**src/rtl/bo_datapath.sv**
```systemverilog
// bo_datapath: working registers X/H/S, add/multiply ALU with operand and
// writeback muxes, and a result register handed to a consumer through a
// valid/ack handshake. Sticky flags report arithmetic overflow and results
// dropped while the previous one was still unconsumed.
module bo_datapath #(
    parameter int               WIDTH   = 8,
    parameter logic [WIDTH-1:0] CONST_A = 8'd3
) (
    input  logic             clk,
    input  logic             reset,
    input  logic [WIDTH-1:0] x_in,
    input  logic             LX,
    input  logic             LH,
    input  logic             LS,
    input  logic             Hula,
    input  logic [1:0]       M0,
    input  logic [1:0]       M1,
    input  logic [1:0]       M2,
    input  logic             res_ack,
    input  logic             clr_flags,
    output logic [WIDTH-1:0] res_data,
    output logic             res_valid,
    output logic             ovf,
    output logic             overrun,
    output logic [WIDTH-1:0] x_q,
    output logic [WIDTH-1:0] h_q,
    output logic [WIDTH-1:0] s_q
);

    typedef enum logic {EMPTY, FULL} hs_state_t;

    hs_state_t          state;
    logic [WIDTH-1:0]   op_a;
    logic [WIDTH-1:0]   op_b;
    logic [WIDTH:0]     sum;
    logic [2*WIDTH-1:0] prod;
    logic [2*WIDTH-1:0] full;
    logic [WIDTH-1:0]   alu;
    logic               alu_ovf;
    logic [WIDTH-1:0]   wb;
    logic               msb_loss;
    logic               ovf_set;
    logic               overrun_set;

    // Operand muxes feeding the ALU
    always_comb begin
        op_a = x_q;
        unique case (M0)
            2'd0: op_a = x_q;
            2'd1: op_a = h_q;
            2'd2: op_a = s_q;
            2'd3: op_a = CONST_A;
        endcase
        op_b = '0;
        unique case (M1)
            2'd0: op_b = '0;
            2'd1: op_b = x_q;
            2'd2: op_b = h_q;
            2'd3: op_b = s_q;
        endcase
    end

    // ALU: full-precision result, truncated to WIDTH; anything above is overflow
    always_comb begin
        sum     = {1'b0, op_a} + {1'b0, op_b};
        prod    = {{WIDTH{1'b0}}, op_a} * {{WIDTH{1'b0}}, op_b};
        full    = Hula ? prod : {{(WIDTH-1){1'b0}}, sum};
        alu     = full[WIDTH-1:0];
        alu_ovf = |full[2*WIDTH-1:WIDTH];
    end

    // Writeback transform; a left shift that pushes out a 1 counts as overflow
    always_comb begin
        wb       = alu;
        msb_loss = 1'b0;
        unique case (M2)
            2'd0: wb = alu;
            2'd1: wb = alu >> 1;
            2'd2: begin
                wb       = {alu[WIDTH-2:0], 1'b0};
                msb_loss = alu[WIDTH-1];
            end
            2'd3: wb = alu;
        endcase
        ovf_set     = (LH || LS) && (alu_ovf || msb_loss);
        overrun_set = (state == FULL) && LS && !res_ack;
    end

    // Working registers; simultaneous strobes all see pre-edge values
    always_ff @(posedge clk) begin
        if (!reset) begin
            x_q <= '0;
            h_q <= '0;
            s_q <= '0;
        end else begin
            if (LX) x_q <= x_in;
            if (LH) h_q <= wb;
            if (LS) s_q <= wb;
        end
    end

    // Sticky flags: a set in the same cycle as clr_flags wins
    always_ff @(posedge clk) begin
        if (!reset) begin
            ovf     <= 1'b0;
            overrun <= 1'b0;
        end else begin
            if (ovf_set)        ovf <= 1'b1;
            else if (clr_flags) ovf <= 1'b0;
            if (overrun_set)    overrun <= 1'b1;
            else if (clr_flags) overrun <= 1'b0;
        end
    end

    // Result handshake: capture on LS, release on res_ack, drop if still held
    always_ff @(posedge clk) begin
        if (!reset) begin
            state    <= EMPTY;
            res_data <= '0;
        end else begin
            unique case (state)
                EMPTY: begin
                    if (LS) begin
                        res_data <= wb;
                        state    <= FULL;
                    end
                end
                FULL: begin
                    if (LS && res_ack) res_data <= wb;
                    else if (res_ack)  state    <= EMPTY;
                end
            endcase
        end
    end

    assign res_valid = (state == FULL);

endmodule

```
**config.mk**
```make
export PLATFORM = sky130hd
export DESIGN_NAME = bo_datapath
export DESIGN_NICKNAME = d
export VERILOG_FILES = /design/src/rtl/bo_datapath.sv
export SDC_FILE = /design/constraint.sdc
export NUM_CORES = 1
export LEC_CHECK = 0
export ABC_AREA = 0
export CAP_MARGIN = 5
export CORE_MARGIN = 1.5
export CORE_UTILIZATION = 50
export CTS_CLUSTER_SIZE = 14
export DETAILED_ROUTE_END_ITERATION = 6
export GPL_TIMING_DRIVEN = 0
export MAX_ROUTING_LAYER = met4
export PLACE_DENSITY = 0.72
export SLEW_MARGIN = 20
export SYNTH_ARGS = -nofsm -noshare
export SYNTH_HDL_FRONTEND = slang
export SYNTH_SLANG_ARGS = --single-unit
```
**constraint.sdc**
```tcl
create_clock -name clk -period 6.46 [get_ports clk]
set_input_delay 1.938 -clock clk [delete_from_list [all_inputs] [get_ports clk]]
set_output_delay 1.938 -clock clk [all_outputs]
set_load 0.02 [all_outputs]
```
* Yosys cells after proc, flatten, opt, wreduce, memory -nomap -nowiden
Index checks and enable logic that the tools add are counted.
** Storage, ports and cells
- Register bits :: 35
- Output and inout bits :: 35
- Word-level logic and storage cells :: 51
- Input bits :: 22
** Operators by class
- Multiply operators :: 1
- Add/sub/neg operators :: 1
- Bitwise logic cells :: 1
- Reductions and logical operators :: 15
- Mux-type cells :: 15
- Equality and inequality tests :: 11
** Operators by type and width (number)
- $pmux 8 s4 :: 2
- $pmux 8 s3 :: 1
- $mul 8x8->16 :: 1
- $mux 16 :: 1
- $mux 8 :: 2
- $pmux 8 s2 :: 1
- $eq 2x2->1 const B :: 6
- $add 8x8->9 :: 1
- $reduce_or 8->1 :: 1
- $mux 1 :: 7
- $eq 2x1->1 const B :: 3
- $logic_not 2->1 :: 3
- $logic_and 1x1->1 :: 4
- $reduce_bool 2->1 :: 2
- $logic_or 1x1->1 :: 2
- $ne 2x1->1 const B :: 1
- $ne 2x2->1 const B :: 1
- $pmux 1 s2 :: 1
- $reduce_and 2->1 :: 1
- $reduce_or 2->1 :: 1
- $logic_not 1->1 :: 1
- $not 1->1 :: 1

* Logic depth before layout (Yosys ltp)
- Word-level depth :: 8
- Gate-level depth with buffers :: 22
- Mapped depth without buffers :: 20

* Least setup slack after synthesis
OpenSTA, ideal clock, no wires.
- Kind :: input to register
- From :: in M1[0]
- To :: reg ovf
- Stages on the path :: 19
- Setup slack :: -0.460 ns
- Arrival time :: 6.800 ns
- Cell sequence :: clkbuf_1 nor2b_1 clkbuf_1 a22o_1 ha_1 inv_1 fa_1 fa_1 fa_1 fa_1 inv_1 ha_1 and3_4 a2111oi_4 xnor2_1 a2111oi_2 o2111ai_1 o21ai_1 a21oi_1
** Between the ends
- Cells in the longest elaborated chain, start to end :: 8
** RTL lines
- start: declaration :: line 17 : input logic [1:0] M1,
- $eq 2x2->1 (tied with other cells) :: line 55 : unique case (M1)
- $pmux 8 s4 (*) :: line 55
- $mul 8x8->16 / $add 8x8->9 (equally long branches) :: line 66, 65
- $mux 16 (*) :: line 67 : full = Hula ? prod : {{(WIDTH-1){1'b0}}, sum};
- $reduce_or 8->1 / $mux 1 (equally long branches) :: line 69, 76
- $logic_or 1x1->1 (*) :: line 85 : ovf_set = (LH || LS) && (alu_ovf || msb_loss);
- $logic_and 1x1->1 (*) :: line 85
- $mux 1 / $reduce_bool 2->1 (equally long branches)
- end signal: assignment :: line 105 : ovf <= 1'b0;
- end signal: assignment :: line 108 : if (ovf_set) ovf <= 1'b1;
- end signal: assignment :: line 109 : else if (clr_flags) ovf <= 1'b0;
- end: declaration :: line 23 : output logic ovf,
Mark *: on every way between the ends. The rest lies on a longest branch, timed or not.
A chain may end at the register's enable or synchronous reset.

* Worst setup path in the final report
- From :: in M0[0]
- To :: reg ovf
** Between the ends
- Cells in the longest elaborated chain, start to end :: 8
** RTL lines
- start: declaration :: line 16 : input logic [1:0] M0,
- $eq 2x2->1 (tied with other cells) :: line 48 : unique case (M0)
- $pmux 8 s4 (*) :: line 48
- $mul 8x8->16 / $add 8x8->9 (equally long branches) :: line 66, 65
- $mux 16 (*) :: line 67
- $reduce_or 8->1 / $mux 1 (equally long branches) :: line 69, 76
- $logic_or 1x1->1 (*) :: line 85
- $logic_and 1x1->1 (*) :: line 85
- $mux 1 / $reduce_bool 2->1 (equally long branches)
Marked as above.

==> results.md <==
- Status: finished clean
- Post-synth net total: 640
- First-pass GRT wire length: 19700 um
- Worst min-delay path class: flip-flop to flip-flop
- Final Setup Violations: 0
- GRT Util Overall: 28.5%
- Yosys warns: 0
- Fin crit share: 98.8%
- Die area: 9320 um2
- Starting density of the core: ~52%
- Startpoint types: primary input
- Routed WL: 12800 um
- Worst-Margin Slew: 0.569 ns
- Area delta synth->final: 33.7%
- Delay-heaviest family, CP: adder cells
- Layout cells sized above 1: ~20%
- CP dominant cell by count: fa_1
- Die width: 96.6 um
- # port buffers: 50
- Max incr delay on CP: 0.57 ns
- Async SR Flop Fraction: 0%
- Root buf cell: clkbuf_8
- Final ANT Viol Nets: 0
- Tmin final: 6.38 ns
- Buffers & Inverters on Critical Path: 3
- Post-synth top flop: dfxtp_1
- Setup ws final: 0.0767 ns
- Critical-path maximum fanout: 10
- Fin nets: around 730
- Average cell area after synthesis: 8.18 um2
- Synth top area cells: fa_1 17%, dfxtp_1 16%, ha_1 13%, inv_1 6.3%, nand2_1 5.3%
- Initial antenna violation count: 0
- Setup CP Type: primary input to flip-flop
- Number of fillers in the final layout: 663
- Clock-pin slew on the worst setup and hold paths: 0.07 ns
- Register area: 701 um2
- Worst-skew pair later-pin latency: 0.29 ns
- Clock sinks: 35
- Final slew viol count: 0
- CP Data Required Time: around 6.6 ns
- Number of global-route vias before repair: 4079
- Die height: a little under 100 um
- CTS tree: done
- Final hold viol count: 0
- Leak Pwr: roughly 2.6 nW
- I/O Pins: 57
- Antenna cells: 0
- Initial DRT Pass Iterations: 7
- Total CTS buffers: 5
- Synth area leader: fa_1
- Clock Path Buffers: 2
- Initial DRC Count: 233
- Cell Pwr Density: 125 nW/um2
- DRC errors left: 0
- Yosys reg bits: 35
- Post-Syn Instances: 535
- Mean routed wirelength per cell: about 18 um
- Slowest stage cell, crit path: fa_1
- Vias: 4207
- Post-synth EDFFs: 0
- Via density: roughly 5.8
- Synth top area share: 16.9%
- Maximum vdd drop: between 90 and 100 uV
- Post-layout util: 70.1%
- Highest clock rate: 0.157 GHz
- Critical path capture point type: flip-flop
- FP Rows: 33
- Max-cap violations: 0
- Synth cell types: 60
- Critical Path AT: 6.56 ns
- Synthesized area: 4380 um2
- Grt total ovfl: 0
- H-tree Lvls: 2
- Worst slack at placement: -0.628 ns
- Post-synth top cells: 74 x inv_1, 62 x nand2_1, 52 x nor2_1, 46 x ha_1, 37 x fa_1
- Sequential element share of the synthesized area: 16.0%
- Core area: approximately 8300 um2
- Rel. slew slack: roughly 62%
- Cells along the critical path: buf_8 > mux2i_2 > o21ai_4 > ha_4 > inv_2 > fa_2 > fa_1 > fa_1 > fa_1 > inv_2 > ha_4 > and3_4 > a2111oi_4 > xnor2_2 > a2111oi_4 > o2111ai_2 > o21ai_1 > a21oi_1
- Largest net degree at the start of global routing: 13
- GP Congestion: about 0.95
- Area of the multi-input gates: roughly 3700 um2
- HPWL after DPL: between 9000 and 10000 um
- Setup skew after layout: 0.00984 ns
- Top-count cell post-synth: inv_1
final cells by class:
| class | instances | area share, % |
|---|---|---|
| Multi-Input combinational cell | 404 | 63.5 |
| Timing Repair Buffer | 82 | 13.1 |
| Sequential cell | 35 | 12.0 |
| Inverter | 77 | 4.94 |
| Buffer | 18 | 2.31 |
| Tap cell | 105 | 2.25 |
| Clock buffer | 5 | 1.18 |
| Clock inverter | 3 | 0.749 |
cells by family after synthesis:
logic type / after synthesis / synth area share [%]
DFF: 35 / 16.0
and+or+nand+nor: 171 / 17.9
AOI/OAI and AO/OA: 108 / 18.0
xor gates and xnor gates: 8 / 1.60
muxes: 34 / 8.12
adders and majority gates: 83 / 30.1
buffers and inverters: 96 / 8.29
worst min-delay path: stages, from the launching register on:
cell and delay [ns]:
dfxtp_1 0.31, nand2_1 0.05, a21oi_1 0.05
cells in the final DEF, fill, tap and decap left out, drive strengths merged, types with 2 or more instances in the layout:
master / count
xor2: 3
clkbuf: 14
clkinv: 2
nand3b: 3
inv: 77
a21o: 9
fa: 37
nor3: 6
and3: 5
o31ai: 2
buf: 41
nand2b: 8
mux2: 12
nand2: 62
a2111oi: 3
o21ai: 27
and2: 11
a221o: 2
a21oi: 17
o2111ai: 2
a211oi: 12
a22oi: 6
dfxtp: 35
ha: 46
mux2i: 22
nand4: 2
xnor2: 5
clkdlybuf4s50: 50
a22o: 5
o211ai: 9
nor2b: 7
nor2: 52
a221oi: 2
nand3: 10
state kept, by name (all words and copies together) (netlist names):
signal     flops
h_q            8
res_data       8
s_q            8
x_q            8
overrun        1
ovf            1
res_valid      1
metal layers:
layer | vias to the layer above | routed length (um) | share of wire [%] | track usage (%)
met4 | 0 | 333 | 2.6 | 7.49
li1 | 1993 | - | - | -
met1 | 2035 | 5640 | 44 | 36.3
met2 | 152 | 6070 | 47 | 46.6
met3 | 27 | 806 | 6.3 | 5.48
met5 | - | 0 | 0 | -
stage by stage:
step	setup TNS [ns]	power [mW]	area, um2	hold slack [ns]	instances
floorplan	0	0.404	4540	0.535	535
global placement	-4.05	0.482	5180	0.446	690
detailed placement	-5.03	0.487	5180	0.449	690
CTS	0	0.698	5480	0.458	705
global route	-0.0337	0.764	5850	0.478	729
finish	0	0.729	5850	0.460	729
where the power goes:
group | switching [mW] | internal (mW) | total, mW
registers | 0.0151 | 0.229 | 0.244
logic | 0.154 | 0.131 | 0.285
clock network | 0.0851 | 0.115 | 0.200
final timing paths:
path | from | to | slack [ns] | cells past startpoint
setup / recovery | M0[0] | ovf | 0.08 | 18
hold / removal | res_data[5] | res_data[5] | 0.46 | 2
setup reg to reg | x_q[3] | ovf | 1.47 | 17
hold reg to reg | res_data[5] | res_data[5] | 0.46 | 2
timing repair:
action | in CTS | in global routing
resized for setup | 23 | 45
pin swaps | 14 | 33
hold buffers | 0 | 0
setup endpoints to repair | 7 | 11
setup buffers | 7 | 25
Power figures use the tool's default switching activity.
